## src/rtl/des_pkg.sv

```systemverilog
// Shared DES tables, permutation helpers and the engine state encoding.
// Latency: pure constants and combinational functions, no clocked logic.
// Backpressure: not applicable.
package des_pkg;

    localparam int DES_ROUNDS = 16;
    localparam int RND_W      = $clog2(DES_ROUNDS + 1);

    typedef enum logic [1:0] {S_IDLE, S_RUN, S_DONE} eng_state_t;

    // All tables hold 1-based DES bit numbers; DES bit 1 is the MSB of a vector.
    localparam int IP_T [64] = '{58, 50, 42, 34, 26, 18, 10, 2, 60, 52, 44, 36, 28, 20, 12, 4,
                                 62, 54, 46, 38, 30, 22, 14, 6, 64, 56, 48, 40, 32, 24, 16, 8,
                                 57, 49, 41, 33, 25, 17, 9, 1, 59, 51, 43, 35, 27, 19, 11, 3,
                                 61, 53, 45, 37, 29, 21, 13, 5, 63, 55, 47, 39, 31, 23, 15, 7};
    localparam int FP_T [64] = '{40, 8, 48, 16, 56, 24, 64, 32, 39, 7, 47, 15, 55, 23, 63, 31,
                                 38, 6, 46, 14, 54, 22, 62, 30, 37, 5, 45, 13, 53, 21, 61, 29,
                                 36, 4, 44, 12, 52, 20, 60, 28, 35, 3, 43, 11, 51, 19, 59, 27,
                                 34, 2, 42, 10, 50, 18, 58, 26, 33, 1, 41, 9, 49, 17, 57, 25};
    localparam int E_T [48] = '{32, 1, 2, 3, 4, 5, 4, 5, 6, 7, 8, 9, 8, 9, 10, 11, 12, 13,
                                12, 13, 14, 15, 16, 17, 16, 17, 18, 19, 20, 21, 20, 21, 22, 23, 24, 25,
                                24, 25, 26, 27, 28, 29, 28, 29, 30, 31, 32, 1};
    localparam int P_T [32] = '{16, 7, 20, 21, 29, 12, 28, 17, 1, 15, 23, 26, 5, 18, 31, 10,
                                2, 8, 24, 14, 32, 27, 3, 9, 19, 13, 30, 6, 22, 11, 4, 25};
    localparam int PC1_T [56] = '{57, 49, 41, 33, 25, 17, 9, 1, 58, 50, 42, 34, 26, 18,
                                  10, 2, 59, 51, 43, 35, 27, 19, 11, 3, 60, 52, 44, 36,
                                  63, 55, 47, 39, 31, 23, 15, 7, 62, 54, 46, 38, 30, 22,
                                  14, 6, 61, 53, 45, 37, 29, 21, 13, 5, 28, 20, 12, 4};
    localparam int PC2_T [48] = '{14, 17, 11, 24, 1, 5, 3, 28, 15, 6, 21, 10,
                                  23, 19, 12, 4, 26, 8, 16, 7, 27, 20, 13, 2,
                                  41, 52, 31, 37, 47, 55, 30, 40, 51, 45, 33, 48,
                                  44, 49, 39, 56, 34, 53, 46, 42, 50, 36, 29, 32};

    // Per-round rotate amounts; decrypt rotates right, starting from the full-turn key.
    localparam int ENC_SHIFT [16] = '{1, 1, 2, 2, 2, 2, 2, 2, 1, 2, 2, 2, 2, 2, 2, 1};
    localparam int DEC_SHIFT [16] = '{0, 1, 2, 2, 2, 2, 2, 2, 1, 2, 2, 2, 2, 2, 2, 1};

    // S-boxes: 4 rows x 16 columns of nibbles, entry {row,col} at nibble index row*16+col from MSB.
    localparam logic [255:0] SBOX_T [8] = '{
        256'hE4D12FB83A6C5907_0F74E2D1A6CB9538_41E8D62BFC973A50_FC8249175B3EA06D,
        256'hF18E6B34972DC05A_3D47F28EC01A69B5_0E7BA4D158C6932F_D8A13F42B67C05E9,
        256'hA09E63F51DC7B428_D709346A285ECBF1_D6498F30B12C5AE7_1AD069874FE3B52C,
        256'h7DE3069A1285BC4F_D8B56F03472C1AE9_A690CB7DF13E5284_3F06A1D8945BC72E,
        256'h2C417AB6853FD0E9_EB2C47D150FA3986_421BAD78F9C5630E_B8C71E2D6F09A453,
        256'hC1AF92680D34E75B_AF427C9561DE0B38_9EF528C3704A1DB6_432C95FABE17608D,
        256'h4B2EF08D3C975A61_D0B7491AE35C2F86_14BDC37EAF680592_6BD814A7950FE23C,
        256'hD2846FB1A93E50C7_1FD8A374C56B0E92_7B419CE206ADF358_21E74A8DFC90356B};

    function automatic logic [63:0] des_ip(input logic [63:0] x);
        logic [63:0] y;
        for (int i = 0; i < 64; i++) y[63-i] = x[64-IP_T[i]];
        return y;
    endfunction

    function automatic logic [63:0] des_fp(input logic [63:0] x);
        logic [63:0] y;
        for (int i = 0; i < 64; i++) y[63-i] = x[64-FP_T[i]];
        return y;
    endfunction

    function automatic logic [55:0] des_pc1(input logic [63:0] x);
        logic [55:0] y;
        for (int i = 0; i < 56; i++) y[55-i] = x[64-PC1_T[i]];
        return y;
    endfunction

    function automatic logic [47:0] des_pc2(input logic [55:0] x);
        logic [47:0] y;
        for (int i = 0; i < 48; i++) y[47-i] = x[56-PC2_T[i]];
        return y;
    endfunction

    function automatic logic [47:0] des_e(input logic [31:0] x);
        logic [47:0] y;
        for (int i = 0; i < 48; i++) y[47-i] = x[32-E_T[i]];
        return y;
    endfunction

    function automatic logic [31:0] des_p(input logic [31:0] x);
        logic [31:0] y;
        for (int i = 0; i < 32; i++) y[31-i] = x[32-P_T[i]];
        return y;
    endfunction

    // Outer bits select the row, inner four bits the column.
    function automatic logic [3:0] des_sbox(input int n, input logic [5:0] x);
        int idx;
        idx = int'({x[5], x[0], x[4:1]});
        return SBOX_T[n][255 - 4*idx -: 4];
    endfunction

    function automatic logic [31:0] des_f(input logic [31:0] r, input logic [47:0] k);
        logic [47:0] x;
        logic [31:0] s;
        x = des_e(r) ^ k;
        for (int i = 0; i < 8; i++) s[31 - 4*i -: 4] = des_sbox(i, x[47 - 6*i -: 6]);
        return des_p(s);
    endfunction

endpackage

```

## src/rtl/des_round.sv

```systemverilog
// One Feistel round with its key-schedule step: rotate C/D, PC2, f, swap halves.
// Latency: combinational, zero cycles.
// Backpressure: none; the owning engine decides when results are registered.
module des_round
    import des_pkg::*;
(
    input  logic [31:0]      l_in,
    input  logic [31:0]      r_in,
    input  logic [27:0]      c_in,
    input  logic [27:0]      d_in,
    input  logic             decrypt,
    input  logic [RND_W-1:0] rnd_idx,
    output logic [31:0]      l_out,
    output logic [31:0]      r_out,
    output logic [27:0]      c_out,
    output logic [27:0]      d_out
);

    logic [3:0]  sidx;
    logic [1:0]  sh;
    logic [47:0] k;

    // Rotate C and D for this round, derive the subkey, then apply the Feistel step.
    always_comb begin
        // Round 16 wraps to table slot 15 through the 4-bit truncation.
        sidx  = rnd_idx[3:0] - 4'd1;
        sh    = decrypt ? 2'(DEC_SHIFT[sidx]) : 2'(ENC_SHIFT[sidx]);
        c_out = c_in;
        d_out = d_in;
        case ({decrypt, sh})
            3'b001: begin c_out = {c_in[26:0], c_in[27]};    d_out = {d_in[26:0], d_in[27]};    end
            3'b010: begin c_out = {c_in[25:0], c_in[27:26]}; d_out = {d_in[25:0], d_in[27:26]}; end
            3'b101: begin c_out = {c_in[0], c_in[27:1]};     d_out = {d_in[0], d_in[27:1]};     end
            3'b110: begin c_out = {c_in[1:0], c_in[27:2]};   d_out = {d_in[1:0], d_in[27:2]};   end
            default: ;
        endcase
        k     = des_pc2({c_out, d_out});
        l_out = r_in;
        r_out = l_in ^ des_f(r_in, k);
    end

endmodule

```

## src/rtl/des_iter_engine.sv

```systemverilog
// Iterative DES engine: IP, 16 rounds at UNROLL rounds per clock, then FP into a result register.
// Latency: 16/UNROLL + 1 cycles from the accept edge to out_valid; one block in flight at a time.
// Backpressure: result waits in DONE until out_ready; in_ready stays low until that handshake.
module des_iter_engine
    import des_pkg::*;
#(
    parameter int UNROLL = 1
) (
    input  logic        clk,
    input  logic        rst_n,
    input  logic        in_valid,
    output logic        in_ready,
    input  logic        in_decrypt,
    input  logic [63:0] in_data,
    input  logic [63:0] in_key,
    output logic        out_valid,
    input  logic        out_ready,
    output logic [63:0] out_data,
    output logic        busy
);

    if (!(UNROLL == 1 || UNROLL == 2 || UNROLL == 4 || UNROLL == 8 || UNROLL == 16)) begin : g_bad_unroll
        $error("des_iter_engine: UNROLL must be 1, 2, 4, 8 or 16");
    end

    eng_state_t       state_q, state_d;
    logic [31:0]      l_q, r_q;
    logic [27:0]      c_q, d_q;
    logic             mode_q;
    logic [RND_W-1:0] rnd_q;
    logic             last_step;

    logic [31:0] l_ch [UNROLL+1];
    logic [31:0] r_ch [UNROLL+1];
    logic [27:0] c_ch [UNROLL+1];
    logic [27:0] d_ch [UNROLL+1];

    assign l_ch[0]   = l_q;
    assign r_ch[0]   = r_q;
    assign c_ch[0]   = c_q;
    assign d_ch[0]   = d_q;
    assign last_step = (rnd_q == RND_W'(DES_ROUNDS - UNROLL));

    // Rounds rnd+1 .. rnd+UNROLL chained combinationally within one clock.
    for (genvar j = 0; j < UNROLL; j++) begin : g_round
        des_round u_round (
            .l_in    (l_ch[j]),
            .r_in    (r_ch[j]),
            .c_in    (c_ch[j]),
            .d_in    (d_ch[j]),
            .decrypt (mode_q),
            .rnd_idx (rnd_q + RND_W'(j + 1)),
            .l_out   (l_ch[j+1]),
            .r_out   (r_ch[j+1]),
            .c_out   (c_ch[j+1]),
            .d_out   (d_ch[j+1])
        );
    end

    // State register.
    always_ff @(posedge clk or negedge rst_n) begin
        if (!rst_n) state_q <= S_IDLE;
        else        state_q <= state_d;
    end

    // Next-state and handshake outputs.
    always_comb begin
        state_d   = state_q;
        in_ready  = 1'b0;
        out_valid = 1'b0;
        busy      = 1'b0;
        case (state_q)
            S_IDLE: begin
                in_ready = 1'b1;
                if (in_valid) state_d = S_RUN;
            end
            S_RUN: begin
                busy = 1'b1;
                if (last_step) state_d = S_DONE;
            end
            S_DONE: begin
                busy      = 1'b1;
                out_valid = 1'b1;
                if (out_ready) state_d = S_IDLE;
            end
            default: state_d = S_IDLE;
        endcase
    end

    // Block load on accept, round advance in RUN, result capture after round 16 (no final swap).
    always_ff @(posedge clk or negedge rst_n) begin
        if (!rst_n) begin
            l_q      <= '0;
            r_q      <= '0;
            c_q      <= '0;
            d_q      <= '0;
            mode_q   <= 1'b0;
            rnd_q    <= '0;
            out_data <= '0;
        end else if (state_q == S_IDLE && in_valid) begin
            {l_q, r_q} <= des_ip(in_data);
            {c_q, d_q} <= des_pc1(in_key);
            mode_q     <= in_decrypt;
            rnd_q      <= '0;
        end else if (state_q == S_RUN) begin
            l_q   <= l_ch[UNROLL];
            r_q   <= r_ch[UNROLL];
            c_q   <= c_ch[UNROLL];
            d_q   <= d_ch[UNROLL];
            rnd_q <= rnd_q + RND_W'(UNROLL);
            if (last_step) out_data <= des_fp({r_ch[UNROLL], l_ch[UNROLL]});
        end
    end

endmodule

```

## config.mk

```make
export PLATFORM = sky130hd
export DESIGN_NAME = des_iter_engine
export DESIGN_NICKNAME = d
export VERILOG_FILES = /design/src/rtl/des_pkg.sv /design/src/rtl/des_round.sv /design/src/rtl/des_iter_engine.sv
export SDC_FILE = /design/constraint.sdc
export NUM_CORES = 1
export LEC_CHECK = 0
export ABC_AREA = 0
export ABC_CLOCK_PERIOD_IN_PS = 6000
export CORE_AREA = 2 2 252 130
export DETAILED_ROUTE_END_ITERATION = 8
export DIE_AREA = 0 0 254 132
export GPL_TIMING_DRIVEN = 0
export MAX_ROUTING_LAYER = met4
export PLACE_DENSITY = 0.88
export SETUP_SLACK_MARGIN = 0.15
export SLEW_MARGIN = 40
export SYNTH_ARGS = -nofsm -noshare
export SYNTH_HDL_FRONTEND = slang
export SYNTH_HIERARCHICAL = 1
export SYNTH_SLANG_ARGS = --single-unit
```

## constraint.sdc

```tcl
create_clock -name clk -period 6 [get_ports clk]
set_input_delay 0.6 -clock clk [delete_from_list [all_inputs] [get_ports clk]]
set_output_delay 0.6 -clock clk [all_outputs]
set_load 0.02 [all_outputs]
```

# ---- Word-level counts from Yosys, hierarchy flattened
# Memories as Yosys holds them, arrays and structs flattened.
# Index checks and enable logic that the tools add are counted.
dict set report op_classes {
  add_sub_neg 10
  n_shift 8
  magnitude_cmp 1
  bitwise 4
  eq_ne 10
  mux 24
  n_reduce_logical 8
}
# op count
set ops {}
lappend ops {{259-bit by 32-bit indexed part select with 4-bit output (first input constant)} 8}
lappend ops {{28-bit one-hot mux with 4 select lines} 2}
lappend ops {{32-bit 2-to-1 mux} 4}
lappend ops {{28-bit 2-to-1 mux} 4}
lappend ops {{8-bit by 8-bit subtractor with 9-bit output (first input constant)} 8}
lappend ops {{48-bit bitwise XOR} 1}
lappend ops {{32-bit bitwise XOR} 1}
lappend ops {{2-bit 2-to-1 mux} 8}
lappend ops {{5-bit 2-to-1 mux} 2}
lappend ops {{3-bit == test (second input constant)} 2}
lappend ops {{2-bit inequality test (second input constant)} 3}
lappend ops {{2-bit one-hot mux with 3 select lines} 1}
lappend ops {{3-bit AND reduction} 2}
lappend ops {{5-bit by 1-bit adder with 5-bit output (second input constant)} 1}
lappend ops {{5-bit by 4-bit == test with 1-bit output (second input constant)} 1}
lappend ops {{5-bit >= comparator (second input constant)} 1}
lappend ops {{4-bit NOT with 5-bit output} 1}
lappend ops {{5-bit nonzero test} 1}
lappend ops {{4-bit by 1-bit subtractor with 4-bit output (second input constant)} 1}
lappend ops {{3-bit by 1-bit == test with 1-bit output (second input constant)} 1}
lappend ops {{3-bit by 2-bit == test with 1-bit output (second input constant)} 1}
lappend ops {{1-bit 2-to-1 mux} 3}
lappend ops {{2-bit by 1-bit == test with 1-bit output (second input constant)} 1}
lappend ops {{2-bit == test (second input constant)} 1}
lappend ops {{other kinds (6)} 6}
dict set report word_totals {
  mem_count 2
  ff_bits 192
  romBits 1024
  elab_cells 77
  out_inout_bits 67
  input_bits 133
}
# name depth word_bits read_ports rd_ports_with_merged_regs wr line
set mem_list {}
lappend mem_list {{(name not given)} 16 32 1 0 0 des_round.sv:27} ;# sh = decrypt ? 2'(DEC_SHIFT[sidx]) : 2'(ENC_SHIFT[sidx]);
lappend mem_list {{(name not given)} 16 32 1 0 0 des_round.sv:27}

# ---- Depth between registers and ports, before layout
# Gate-level depths: netlist (run 1).
dict set report logic_depth {
  depth_word 15
  mapped_depth 23
  mapped_depth_nobuf 19
}

# ---- Cells and area by module
# Netlist (run 1), hierarchy kept.
# module cells_each seq_area_each_um2 area_each_um2 n_inst
set modules_own_cells {}
lappend modules_own_cells {des_round 1194 0.0 8603.3 1}
lappend modules_own_cells {des_iter_engine 701 4804.6 8358.0 1}

# ---- Least setup slack after synthesis (run 1)
# OpenSTA, ideal clock, no wires.
dict set report synth_timing {
  path_kind {register to register}
  start {register rnd_q[0]}
  end {register out_data[44]}
  period_less_slack_ns 4.731
  arrival_time_ns 4.604
  setup_slack_ns 1.269
  path_stages_with_launch 20
  path_buffers 3
  required_time_ns 5.873
  setup_time_ns 0.127
  cell_sequence {dfrtp_1 -> ha_1 -> inv_1 -> ha_1 -> and4b_1 -> a21o_1 -> nor4_4 -> buf_6 -> buf_6 -> a222oi_1 -> o21a_1 -> xnor2_2 -> ha_1 -> clkbuf_1 -> and2_1 -> or3_1 -> a311o_1 -> nand2_1 -> xnor2_1 -> mux2_1}
}
# item line
set synth_lines {}
lappend synth_lines {{from (decl)} des_iter_engine.sv:30} ;# logic [RND_W-1:0] rnd_q;
lappend synth_lines {{from (signal assigned)} des_iter_engine.sv:110} ;# rnd_q <= rnd_q + RND_W'(UNROLL);
lappend synth_lines {{to (signal assigned)} des_iter_engine.sv:111} ;# if (last_step) out_data <= des_fp({r_ch[UNROLL], l_ch[UNROLL]});
lappend synth_lines {{to (decl)} des_iter_engine.sv:18} ;# output logic [63:0] out_data,

==> results of run 1 <==
-- what timing repair did --
item	4_1_cts	5_1_grt
setup buffers	0	5
pin swaps	0	7
gates resized for setup	10	39
setup endpoints to repair	25	44
-- worst paths after layout --
check / cells past startpoint / startpoint / to
worst min-delay path: 1 / rst_n / d_q[16]$_DFFE_PN0P_
min in group clk: 1 / out_data[41]$_DFFE_PN0P_ / out_data[41]$_DFFE_PN0P_
worst max register to register: 21 / rnd_q[0]$_DFFE_PN0P_ / out_data[44]$_DFFE_PN0P_
max in group asynchronous: 3 / rst_n / out_data[14]$_DFFE_PN0P_
worst min register to register: 1 / out_data[41]$_DFFE_PN0P_ / out_data[41]$_DFFE_PN0P_
worst max-delay path: 21 / rnd_q[0]$_DFFE_PN0P_ / out_data[44]$_DFFE_PN0P_
-- stage by stage --
step                      util, %  instances  worst slack (ns)  instance area, um2
after floorplan                 -       1894              1.27               17000
after global placement       62.2       2517             -3.85               19400
after detailed placement     62.6       2519            -0.132               19500
after CTS                    64.7       2551             0.162               20200
after global routing         65.5       2556             0.184               20400
final                        65.5       2556             0.274               20400
-- worst max-delay path: cells and delay by family, from the launching register on --
| kind | cells | cell delay [ns] |
|---|---|---|
| compound gates | 4 | 0.84 |
| flops | 1 | 0.47 |
| mux | 1 | 0.31 |
| simple gates | 4 | 1.02 |
| fa+ha+maj | 3 | 0.94 |
| xor+xnor | 3 | 0.56 |
| buf+inv | 6 | 1.44 |
-- layout make-up --
type,count,area (um2)
sequential,192,4800
inverter,66,250
clock buffer,17,425
tap,432,541
clock inverter,15,195
buffer,172,1040
multi-input combinational,1464,11100
timing repair buffer,198,2010
fill,2587,10800
-- sequential cells by signal (all words and copies together), names as in the netlist --
signal and count:
r_q 32, out_data 64, l_q 32, c_q 28
mode_q 1, state_q 2, rnd_q 5, d_q 28
-- cells in the final DEF, fill, tap and decap left out, types with 11 or more instances in the layout --
master,instances
buf_4,55
o221ai_1,11
and2_1,12
nor3_1,35
o211ai_1,29
a22oi_1,12
xnor2_2,24
a21oi_1,73
o21ai_0,181
inv_1,57
buf_6,16
nand2_1,208
nor2_1,86
xnor2_1,47
xor2_2,16
a211oi_1,21
clkbuf_16,17
clkbuf_1,38
a222oi_1,15
o31ai_1,11
xor2_1,23
buf_2,57
mux2_2,57
nand3_1,68
mux2_1,15
a221oi_1,16
o21a_1,17
a21o_1,19
ha_1,55
a31oi_1,18
dfrtp_1,192
clkdlybuf4s50_1,190
mux2i_1,185
-- metal layers --
metal / wire, um / vias up / track usage, %
li1: - / 7323 / -
met1: 30200 / 8359 / 62.1
met2: 26700 / 1401 / 52.5
met3: 10500 / 180 / 14.5
met4: 2470 / 0 / 14.5
met5: 0 / - / -
==> key figures, run 1 <==
Floorplanning
  – IO Count: 200
  – Die X: between 200 and 300 um
  – Initial Util: between 50% and 60%
  – Die area: roughly 34000 um2
  – CORE AREA: slightly above 30000 um2
  – Cell row count: 46
  – Die H: 132 um

STA
  – Slew @ Worst Pin: between 0.9 and 1 ns
  – Worst hold slack: approximately 0.055 ns
  – Max Fclk: between 150 and 200 MHz
  – Unrepaired setup endpoints after global routing: no
  – Final setup viols: 0
  – Crit path time final: ~5.7 ns
  – Fin Clk Skew: 0.0209 ns
  – Final slew viol count: 0
  – Final Cycle Share: 95.4%
  – Setup TNS: 0 ns
  – Worst rel slew slack: between 30% and 40%
  – Hold Vio Cnt, Final: 0

Critical path
  – Reg-to-reg setup timing slack: roughly 0.27 ns
  – CP max stage cell: dfrtp_1
  – Crit path cell chain: ha_4 > inv_1 > ha_1 > xor2_1 > o211a_1 > and2_1 > buf_2 > clkbuf_4 > buf_4 > a22oi_1 > o211a_1 > xnor2_2 > buf_4 > ha_1 > clkbuf_2 > and2_1 > or3_1 > a311o_1 > nand2_1 > xnor2_1 > mux2_1
  – Worst setup SP type: register
  – Worst setup EP type: register
  – Peak fanout along the critical path: 13
  – CP max stage delay: approximately 0.47 ns
  – Worst Path Required: roughly 6.4 ns
  – Setup Crit Path Kind: reg2reg
  – Arr. time, crit path: 6.09 ns

Synth
  – Mean Syn Cell Area: just under 9 um2
  – Post-synthesis net count: ~2100
  – Synthesized area: roughly 17000 um2
  – Yosys warns: 6
  – Synth Instances: 1894

GRT
  – Global route overflow: 0
  – Total GRT Usage: between 40% and 50%
  – Vias in the first global route: around 16000
  – Initial antenna violation count: 0
  – Largest net degree at the start of global routing: 73
  – First-pass GRT wire length: 103 mm

Placement
  – Final GP Congestion: 1.09
  – Buffers on Ports: 191
  – Hpwl dp: between 50 and 60 mm

Drt
  – DR vias/cell: between 6 and 7
  – Vias: ~17000
  – Drc violations: 1
  – WL/cell: approximately 27 um
  – Drt pass-1 iters: 9
  – DRT iter0 DRCs: 2554
  – Routed WL: roughly 70 mm
  – Antenna-violating nets left: 0

Clock network
  – Sink Count: ~190
  – Htree depth: 4
  – Clock slew at reported path FFs: approximately 0.09 ns
  – Clock Tree Buf Depth: 2
  – CTS tree: done
  – Clk root buf: clkbuf_16
  – Hold_buf cts: 0
  – CTS Buf Count: 17
  – Worst-Skew Late Latency: around 0.49 ns

Worst hold path
  – Hold crit path type: in2async

Final layout
  – Diode count: 0
  – Final net count: 2300
  – Area growth from synthesis to layout: 20.4%
  – Layout cells sized above 1: roughly 17%

Run status
  – Failing checks: DRC
  – Status: finished, violations left

Run
  – Max Cap Viol: 0
Power of run 1 is left out: the tool's default activity adds up to more than one toggle a clock period on the data nets, which glitch-free logic cannot reach.
==> run 2, diff against run 1 <==
Settings changed: HOLD_SLACK_MARGIN set to 0.02.
==> results of run 2 <==
Final layout, timing and power as in run 1 (identical DEF).
Power of run 2 is left out for the same reason.
